[config.mk]
export PLATFORM = sky130hd
export DESIGN_NAME = fetch_unit
export DESIGN_NICKNAME = d
export VERILOG_FILES = /design/src/rtl/fetch_unit_pkg.sv /design/src/rtl/sat_counter.sv /design/src/rtl/fetch_unit.sv
export SDC_FILE = /design/constraint.sdc
export NUM_CORES = 1
export LEC_CHECK = 0
export BUFFER_PORTS_ARGS = -buffer_cell sky130_fd_sc_hd__buf_2
export CAP_MARGIN = 20
export CORE_UTILIZATION = 53
export DETAILED_ROUTE_END_ITERATION = 10
export PLACE_DENSITY = 0.8
export REMOVE_ABC_BUFFERS = 1
export SLEW_MARGIN = 20
export SYNTH_ARGS = -nofsm -noshare
export SYNTH_HDL_FRONTEND = slang
export SYNTH_SLANG_ARGS = --single-unit
[constraint.sdc]
create_clock -name clk_i -period 2.6 [get_ports clk_i]
set_input_delay 0.26 -clock clk_i [delete_from_list [all_inputs] [get_ports clk_i]]
set_output_delay 0.26 -clock clk_i [all_outputs]
set_load 0.01 [all_outputs]
[src/rtl/fetch_unit_pkg.sv]
// Shared fetch definitions: datapath widths, Thumb PC step and the
// fetch state encoding, visible to decode and hazard logic as well.
package fetch_unit_pkg;

    localparam int WORD      = 32;
    localparam int HALF_WORD = 16;

    localparam logic [WORD-1:0] THUMB_PC_INC = 32'd2;

    typedef enum logic [1:0] {
        BUBBLE = 2'd0,
        RUN    = 2'd1,
        HELD   = 2'd2
    } fetch_state_e;

endpackage

[src/rtl/sat_counter.sv]
// Saturating up-counter with synchronous clear; clear wins over increment.
// Used by the fetch stage performance counters (FETCH_PERF_CNT_EN).
module sat_counter #(
    parameter int WIDTH = 32
) (
    input  logic             i_clk,
    input  logic             i_clr,
    input  logic             i_inc,
    output logic [WIDTH-1:0] o_count
);

    logic [WIDTH-1:0] r_count;

    // count up until all ones, then stick
    always_ff @(posedge i_clk) begin
        if (i_clr) begin
            r_count <= '0;
        end else if (i_inc && (r_count != {WIDTH{1'b1}})) begin
            r_count <= r_count + 1'b1;
        end
    end

    assign o_count = r_count;

endmodule

[src/rtl/fetch_unit.sv]
// Thumb fetch stage: PC generation, one-entry stall hold buffer and
// branch squash. FETCH_PERF_CNT_EN adds saturating performance counters.
module fetch_unit
    import fetch_unit_pkg::*;
#(
    parameter logic [31:0] RESET_VECTOR = 32'h0000_0000
) (
    input  logic                 clk_i,
    input  logic                 reset_i,
    input  logic                 stall_i,
    input  logic                 branch_taken_i,
    input  logic [WORD-1:0]      branch_target_i,
    input  logic [HALF_WORD-1:0] instruction_i,
    output logic [WORD-1:0]      program_counter_o,
    output logic                 instr_valid_o,
    output logic [HALF_WORD-1:0] instruction_o,
    output logic [WORD-1:0]      instr_pc_o
`ifdef FETCH_PERF_CNT_EN
    ,
    output logic [31:0]          fetch_count_o,
    output logic [31:0]          stall_count_o,
    output logic [31:0]          redirect_count_o
`endif
);

    fetch_state_e         r_state;
    fetch_state_e         w_state_d;
    logic [WORD-1:0]      r_pc;
    logic [WORD-1:0]      w_pc_d;
    logic [WORD-1:0]      w_pc_inc;
    logic [WORD-1:0]      r_ifpc;
    logic [WORD-1:0]      w_ifpc_d;
    logic                 r_ifv;
    logic                 w_ifv_d;
    logic [HALF_WORD-1:0] r_hold_instr;
    logic [HALF_WORD-1:0] w_hold_instr_d;
    logic [WORD-1:0]      r_hold_pc;
    logic [WORD-1:0]      w_hold_pc_d;
    logic                 w_held;

    assign w_pc_inc = r_pc + THUMB_PC_INC;
    assign w_held   = (r_state == HELD);

    // next-state: redirect beats stall; a stall in RUN parks the
    // returning word so the memory can re-read the frozen PC
    always_comb begin
        w_state_d      = r_state;
        w_pc_d         = r_pc;
        w_ifpc_d       = r_ifpc;
        w_ifv_d        = r_ifv;
        w_hold_instr_d = r_hold_instr;
        w_hold_pc_d    = r_hold_pc;
        if (branch_taken_i) begin
            w_pc_d    = {branch_target_i[WORD-1:1], 1'b0};
            w_ifv_d   = 1'b0;
            w_state_d = BUBBLE;
        end else begin
            unique case (r_state)
                RUN: begin
                    if (stall_i) begin
                        w_hold_instr_d = instruction_i;
                        w_hold_pc_d    = r_ifpc;
                        w_ifpc_d       = r_pc;
                        w_state_d      = HELD;
                    end else begin
                        w_pc_d    = w_pc_inc;
                        w_ifpc_d  = r_pc;
                        w_ifv_d   = 1'b1;
                        w_state_d = RUN;
                    end
                end
                HELD: begin
                    if (!stall_i) begin
                        w_pc_d    = w_pc_inc;
                        w_ifpc_d  = r_pc;
                        w_ifv_d   = 1'b1;
                        w_state_d = RUN;
                    end
                end
                default: begin
                    w_pc_d    = w_pc_inc;
                    w_ifpc_d  = r_pc;
                    w_ifv_d   = 1'b1;
                    w_state_d = RUN;
                end
            endcase
        end
    end

    // state and datapath registers, synchronous reset
    always_ff @(posedge clk_i) begin
        if (reset_i) begin
            r_state      <= BUBBLE;
            r_pc         <= RESET_VECTOR;
            r_ifpc       <= '0;
            r_ifv        <= 1'b0;
            r_hold_instr <= '0;
            r_hold_pc    <= '0;
        end else begin
            r_state      <= w_state_d;
            r_pc         <= w_pc_d;
            r_ifpc       <= w_ifpc_d;
            r_ifv        <= w_ifv_d;
            r_hold_instr <= w_hold_instr_d;
            r_hold_pc    <= w_hold_pc_d;
        end
    end

    // invalid cycles drive zeros so reset shows clean outputs
    assign program_counter_o = r_pc;
    assign instr_valid_o     = w_held | r_ifv;
    assign instruction_o     = w_held ? r_hold_instr :
                               (r_ifv ? instruction_i : '0);
    assign instr_pc_o        = w_held ? r_hold_pc :
                               (r_ifv ? r_ifpc : '0);

`ifdef FETCH_PERF_CNT_EN
    logic w_fetch_inc;
    logic w_stall_inc;

    assign w_fetch_inc = instr_valid_o & ~stall_i;
    assign w_stall_inc = instr_valid_o & stall_i;

    sat_counter #(.WIDTH(32)) u_fetch_cnt (
        .i_clk   (clk_i),
        .i_clr   (reset_i),
        .i_inc   (w_fetch_inc),
        .o_count (fetch_count_o)
    );

    sat_counter #(.WIDTH(32)) u_stall_cnt (
        .i_clk   (clk_i),
        .i_clr   (reset_i),
        .i_inc   (w_stall_inc),
        .o_count (stall_count_o)
    );

    sat_counter #(.WIDTH(32)) u_redir_cnt (
        .i_clk   (clk_i),
        .i_clr   (reset_i),
        .i_inc   (branch_taken_i),
        .o_count (redirect_count_o)
    );
`endif

endmodule
==> results of run 1 <==
cell type report:
cell class	instances	share of cell area (%)
clock buffers	11	2.28
clock inverters	1	0.121
inverters	8	0.484
multi-input cells	555	45.1
flip-flops and latches	112	36.2
well taps	133	2.68
repair buffers	145	13.2
flip-flops by register name, indices dropped and copies added, names as in the netlist:
signal             count
r_ifv                  1
program_counter_o     31
r_hold_pc             31
r_ifpc                31
r_hold_instr          16
r_state                2
layout by cell type (no fill, tap or decap), drive strengths merged:
master	count
and4	4
conb	2
mux2	1
a21o	1
a31o	1
and3	3
nand3	11
clkbuf	11
or4b	1
or2	2
a211oi	18
nand2	275
nor2b	1
nand3b	1
nand4	11
ha	3
xor2	8
nor4	10
nor3b	1
a311oi	3
mux2i	1
dfxtp	112
nor3	6
o21ai	48
or3	1
a31oi	1
buf	145
a21oi	90
nor4b	5
xnor2	18
nor2	23
or2b	1
o21bai	3
clkinvlp	1
a21bo	1
inv	8
cell families after synthesis:
| family | count (synthesis) | share of synthesized area [%] |
|---|---|---|
| AOI/OAI and AO/OA | 166 | 17.2 |
| xor gates and xnor gates | 26 | 4.29 |
| buffers and inverters | 66 | 5.29 |
| muxes | 2 | 0.401 |
| adders and majority gates | 3 | 0.708 |
| other | 1 | 0.0707 |
| DFF | 112 | 42.3 |
| and+or+nand+nor | 356 | 29.8 |
power groups by stage:
stage          registers [mW]  logic (mW)  clock network [mW]
4_1_cts                  1.85       0.368               0.915
6_report                 1.86       0.367               0.899
3_3_place_gp             1.89       0.355                   0
2_1_floorplan            1.89       0.162                   0
5_1_grt                  1.87       0.406               0.971
3_5_place_dp             1.89       0.366                   0
worst paths after layout:
| path | from | to | slack, ps | depth (start not counted) |
|---|---|---|---|---|
| max | r_state[0] | program_counter_o[27] | 380 | 8 |
| min | branch_target_i[2] | program_counter_o[2] | 110 | 3 |
| max reg2reg | r_state[0] | program_counter_o[27] | 380 | 8 |
| min reg2reg | r_hold_instr[2] | r_hold_instr[2] | 460 | 2 |
critical path, cell delays in order, from the launching register on:
cell and delay (ps):
dfxtp_1 350, inv_1 60, ha_2 350, or2b_1 220, nand4_1 110, buf_4 200, nor3b_2 320, nand4_1 160
a311oi_1 340
per-layer routing:
metal / track usage (%) / part of all wire [%] / wire [um]
met5: 0 / 0 / 0
met4: 11.8 / 2.0 / 272
met3: 4.10 / 5.8 / 801
met2: 43.7 / 48 / 6660
met1: 34.4 / 44 / 6050
per-stage QoR:
step	setup slack (ps)	utilization (%)	TNS [ps]	cell area [sq um]	std cells
2_1_floorplan	-667	-	-24910	5060	675
3_3_place_gp	544	62.2	0	6050	953
3_5_place_dp	421	62.2	0	6050	953
4_1_cts	387	63.8	0	6200	965
5_1_grt	223	63.8	0	6200	965
6_report	381	63.8	0	6200	965
==> flow_summary_export.csv, run 1 <==
group,metric,value,unit
global_route,grt_pass1_vias,4749,
power,finalPower,3.12,mW
route,drtIter0Drc,225,
synth,synth-seq-area-share,42.3,%
synth,yosysTopAreaCell,"dfxtp_1",
synth,ys_top_cells_by_count,"275 x nand2_1, 112 x dfxtp_1, 90 x a21oi_1",
synth,synth_top_cell_area_share,42.3,%
timing,worstMarginPinSlew,567,ps
route,drt_pass1_iterations,4,
route,drtAntennaViolNets,0,
timing,period_needed,2220,ps
clock_tree,post_cts_resized,0,
die,io_pins,133,
power,comb_power_share,11.8,%
synth,yosys-top-cells-area,"dfxtp_1 42%, nand2_1 19%, a21oi_1 8.5%",
clock_tree,clkSlewWorstSetupHoldPaths,100,ps
timing,max_slew_margin,62.2,%
die,start_util,54.5,%
global_route,antenna_found_initial,0,
cells_and_area,nFillCells,881,
clock_tree,clk_latency,380,ps
synth,yosysMostFrequentCell,"nand2_1",
cells_and_area,n_antenna_cell,0,
placed_design,place_congestion,0.804,
synth,synth-seq-cells,112,
placed_design,dp_hpwl,9.30,mm
clock_tree,cts_htree_levels,3,
timing,period_share,85.4,%
min_path,hold_path.class,"in -> reg",
synth,synth_flop_cell,"dfxtp_1",
synth,syn_inst,732,
synth,syn_area,5300,sq um
global_route,grt_pass1_wl,21.8,mm
synth,synth-edff-count,0,
power,p_switching,0.842,mW
cells_and_area,nets,886,
clock_tree,root_buffer,"clkbuf_8",
power,p_per_area,503,nW/um^2
route,vias,5310,
power,seq_power_share,59.4,%
cells_and_area,area_growth_syn_to_layout,17.0,%
timing,max_freq,451,MHz
placed_design,io_buffers,129,
clock_tree,cts_buffers,9,
die,rows,36,
synth,async_flop_share,0,%
route,wl_per_cell,14.3,um
worst_setup_path,crit_fanout,10,
job,maxCapViolations,0,
global_route,gr-total-overflow,0,
worst_setup_path,cp.arrival,2490,ps
power,p_leak,2.36,nW
timing,finalClockSkew,14.3,ps
power,swShare,27.0,%
timing,rsz0062_at_grt,"false",
die,dieArea,10400,sq um
timing,finalHoldViolCount,0,
clock_tree,cts.path.max_buffers,2,
worst_setup_path,crit_path_end_kind,"flop",
cells_and_area,drive_above_1_share,21.5,%
power,ir_drop,255,uV
route,drcViolationCount,0,
cells_and_area,multiInputGateArea,2800,sq um
route,drt-vias-per-instance,5.50,
die,dieHeight,102,um
clock_tree,cts_sinks,112,
clock_tree,tritoncts,"built",
worst_setup_path,crit_type,"reg -> reg",
timing,hold-worst-slack,113,ps
synth,synth.distinct_cells,44,
clock_tree,post-cts-setup-buffers,0,
run_status,status,"finished, final reports clean",
cells_and_area,regArea,2240,sq um
die,core,9730,sq um
timing,slew_viol_final,0,
route,routed_wl,13.8,mm
timing,final-setup-viol-count,0,
clock_tree,ctsHoldBuffers,0,
global_route,grt.total_usage,26.5,%
worst_setup_path,worst_ep_required_time,2870,ps
worst_setup_path,startpoint_type,"flop",
global_route,grt_max_degree,63,
power,intPower,2.28,mW
synth,yosysWarnings,0,
power,clockPowerShare,28.8,%
synth,synth.avg_cell_area,7.24,sq um
die,die_w,102,um
Power figures use the tool's default switching activity.
==> run 2: changes to the inputs <==
Settings changed: ABC_AREA set to 1, CORE_UTILIZATION 53 to 54.
==> flow_summary_export.csv, run 2 <==
group,metric,value,unit
run_status,status,"finished, final reports clean",
timing,finalHoldViolCount,0,
job,maxCapViolations,0,
route,drtAntennaViolNets,0,
power,ir_drop,249,uV
global_route,grt_max_degree,51,
route,vias,5731,
timing,setup_tns,0,ps
clock_tree,post-cts-setup-buffers,0,
worst_setup_path,startpoint_type,"flop",
synth,yosys-top-cells-area,"dfxtp_1 41%, nand2_1 13%, nor2_1 10%",
cells_and_area,mostFrequentLayoutCells,"196 x nand2_1, 153 x nor2_1, 129 x buf_2",
synth,synth.distinct_cells,31,
global_route,grt.total_usage,29.1,%
clock_tree,ctsHoldBuffers,0,
synth,synth_top_cell_area_share,40.6,%
timing,period_share,84.4,%
die,io_pins,133,
synth,synth.avg_cell_area,6.56,sq um
clock_tree,cts_buffers,9,
synth,synth_flop_cell,"dfxtp_1",
timing,worstMarginPinSlew,596,ps
die,dieArea,10600,sq um
timing,finalClockSkew,12.5,ps
cells_and_area,fin_area,6460,sq um
die,dieHeight,103,um
timing,max_freq,456,MHz
clock_tree,post_cts_resized,0,
route,drtIter0Drc,415,
clock_tree,cts_htree_levels,3,
die,core,9820,sq um
route,wl_per_cell,14.1,um
timing,setup_ws,407,ps
synth,yosysTopAreaCell,"dfxtp_1",
placed_design,post-place-cells,1067,
power,swShare,29.4,%
synth,ys_top_cells_by_count,"196 x nand2_1, 154 x nor2_1, 112 x dfxtp_1",
cells_and_area,final_cells,1082,
route,dr_wl_met2,7.04,mm
die,start_util,56.2,%
power,p_leak,3.13,nW
cells_and_area,final_common_cell,"nand2_1",
placed_design,place_congestion,0.912,
clock_tree,tritoncts,"built",
placed_design,dpl_cell_area,6280,sq um
synth,synth-seq-area-share,40.6,%
worst_setup_path,cp.arrival,1930,ps
timing,final-setup-viol-count,0,
worst_setup_path,crit_fanout,35,
placed_design,io_buffers,129,
placed_design,dp_hpwl,10.5,mm
min_path,hold_path.class,"in -> reg",
cells_and_area,drive_above_1_share,18.8,%
die,rows,36,
synth,synth-seq-cells,112,
worst_setup_path,timing.reg2reg.setup_slack,670,ps
clock_tree,root_buffer,"clkbuf_8",
cells_and_area,n_antenna_cell,0,
timing,period_needed,2190,ps
power,p_per_area,511,nW/um^2
power,seq_power_share,57.5,%
route,drcViolationCount,0,
global_route,grt_pass1_vias,4931,
route,top_layer_used,"met4",
worst_setup_path,crit_type,"reg -> out",
route,wl_met1,6.99,mm
synth,synth-edff-count,0,
synth,async_flop_share,0,%
synth,yosysWarnings,0,
timing,slew_viol_final,0,
cells_and_area,nets,1000,
power,p_switching,0.969,mW
clock_tree,cts.path.max_buffers,2,
route,wl_met3,953,um
route,drt_pass1_iterations,7,
route,routed_wl,15.3,mm
timing,max_slew_margin,60.3,%
route,drt-vias-per-instance,5.30,
power,comb_power_share,12.9,%
clock_tree,cts_sinks,112,
synth,syn_inst,841,
power,clockPowerShare,29.6,%
cells_and_area,area_growth_syn_to_layout,17.0,%
cells_and_area,post-route-util,65.7,%
die,die_w,103,um
synth,yosysMostFrequentCell,"nand2_1",
clock_tree,clk_latency,370,ps
global_route,gr-total-overflow,0,
synth,syn_area,5520,sq um
worst_setup_path,crit_path_end_kind,"output pin",
power,intPower,2.33,mW
placed_design,pre_cts_slack,703,ps
timing,rsz0062_at_grt,"false",
global_route,antenna_found_initial,0,
worst_setup_path,worst_ep_required_time,2340,ps
clock_tree,clkSlewWorstSetupHoldPaths,110,ps
global_route,grt_pass1_wl,23.9,mm
[run 2: changes by cell type in the layout (fill, tap and decap cells not counted), sizes merged, moves of 5 or more]
cell / change
nor2: +141
nand4: -7
nand2: -78
nor4b: -5
inv: +44
nor4: -10
a22oi: +16
nand3: +71
a21oi: -46
a31oi: +5
xnor2: -15
a211oi: -17
o21ai: +41
[run 2: power by group through the flow]
stage	logic (mW)	registers [mW]	clock network (mW)
after global routing	0.476	1.91	1.05
after floorplan	0.216	1.93	0
after CTS	0.424	1.90	0.991
final	0.425	1.90	0.977
after global placement	0.415	1.94	0
after detailed placement	0.422	1.94	0
[run 2: cell type report]
class                           count  area (sq um)
Clock buffer                        9           124
Clock inverter                      6          52.6
Fill cell                         936          3360
Inverter                           50           188
Multi-Input combinational cell    627          2880
Sequential cell                   112          2240
Tap cell                          133           166
Timing Repair Buffer              145           803
[run 2: worst max-delay path, stage by stage, from the launching register on]
cell     delay, ps
dfxtp_1        340
inv_1           60
ha_2           380
buf_4          460
nand2_1         90
nand2_1         90
buf_2          130
[run 2: metal layers]
metal	up-vias	track usage, %
li1	2928	-
met2	203	47.6
met5	-	0
met1	2578	40.2
met3	22	2.37
met4	0	10.4
[run 2: per-stage QoR]
stage / hold WS (ps) / power (mW)
final: 117 / 3.30
after global routing: 116 / 3.44
after CTS: 111 / 3.31
after detailed placement: 489 / 2.36
after global placement: 477 / 2.35
after floorplan: 329 / 2.14
[run 2: path summary, 6_finish.rpt]
kind,start,end,depth (start not counted)
max,r_state[0],instr_pc_o[10],6
min,instruction_i[10],r_hold_instr[10],3
max reg2reg,r_state[0],program_counter_o[13],8
min reg2reg,r_ifpc[29],r_hold_pc[29],2
[run 2: logic make-up after synthesis]
group / share of synthesized area, %
AOI/OAI and AO/OA: 15.5
xor gates and xnor gates: 1.43
adders and majority gates: 0.680
buffers and inverters: 7.37
DFF: 40.6
other: 0.0679
and+or+nand+nor: 34.4
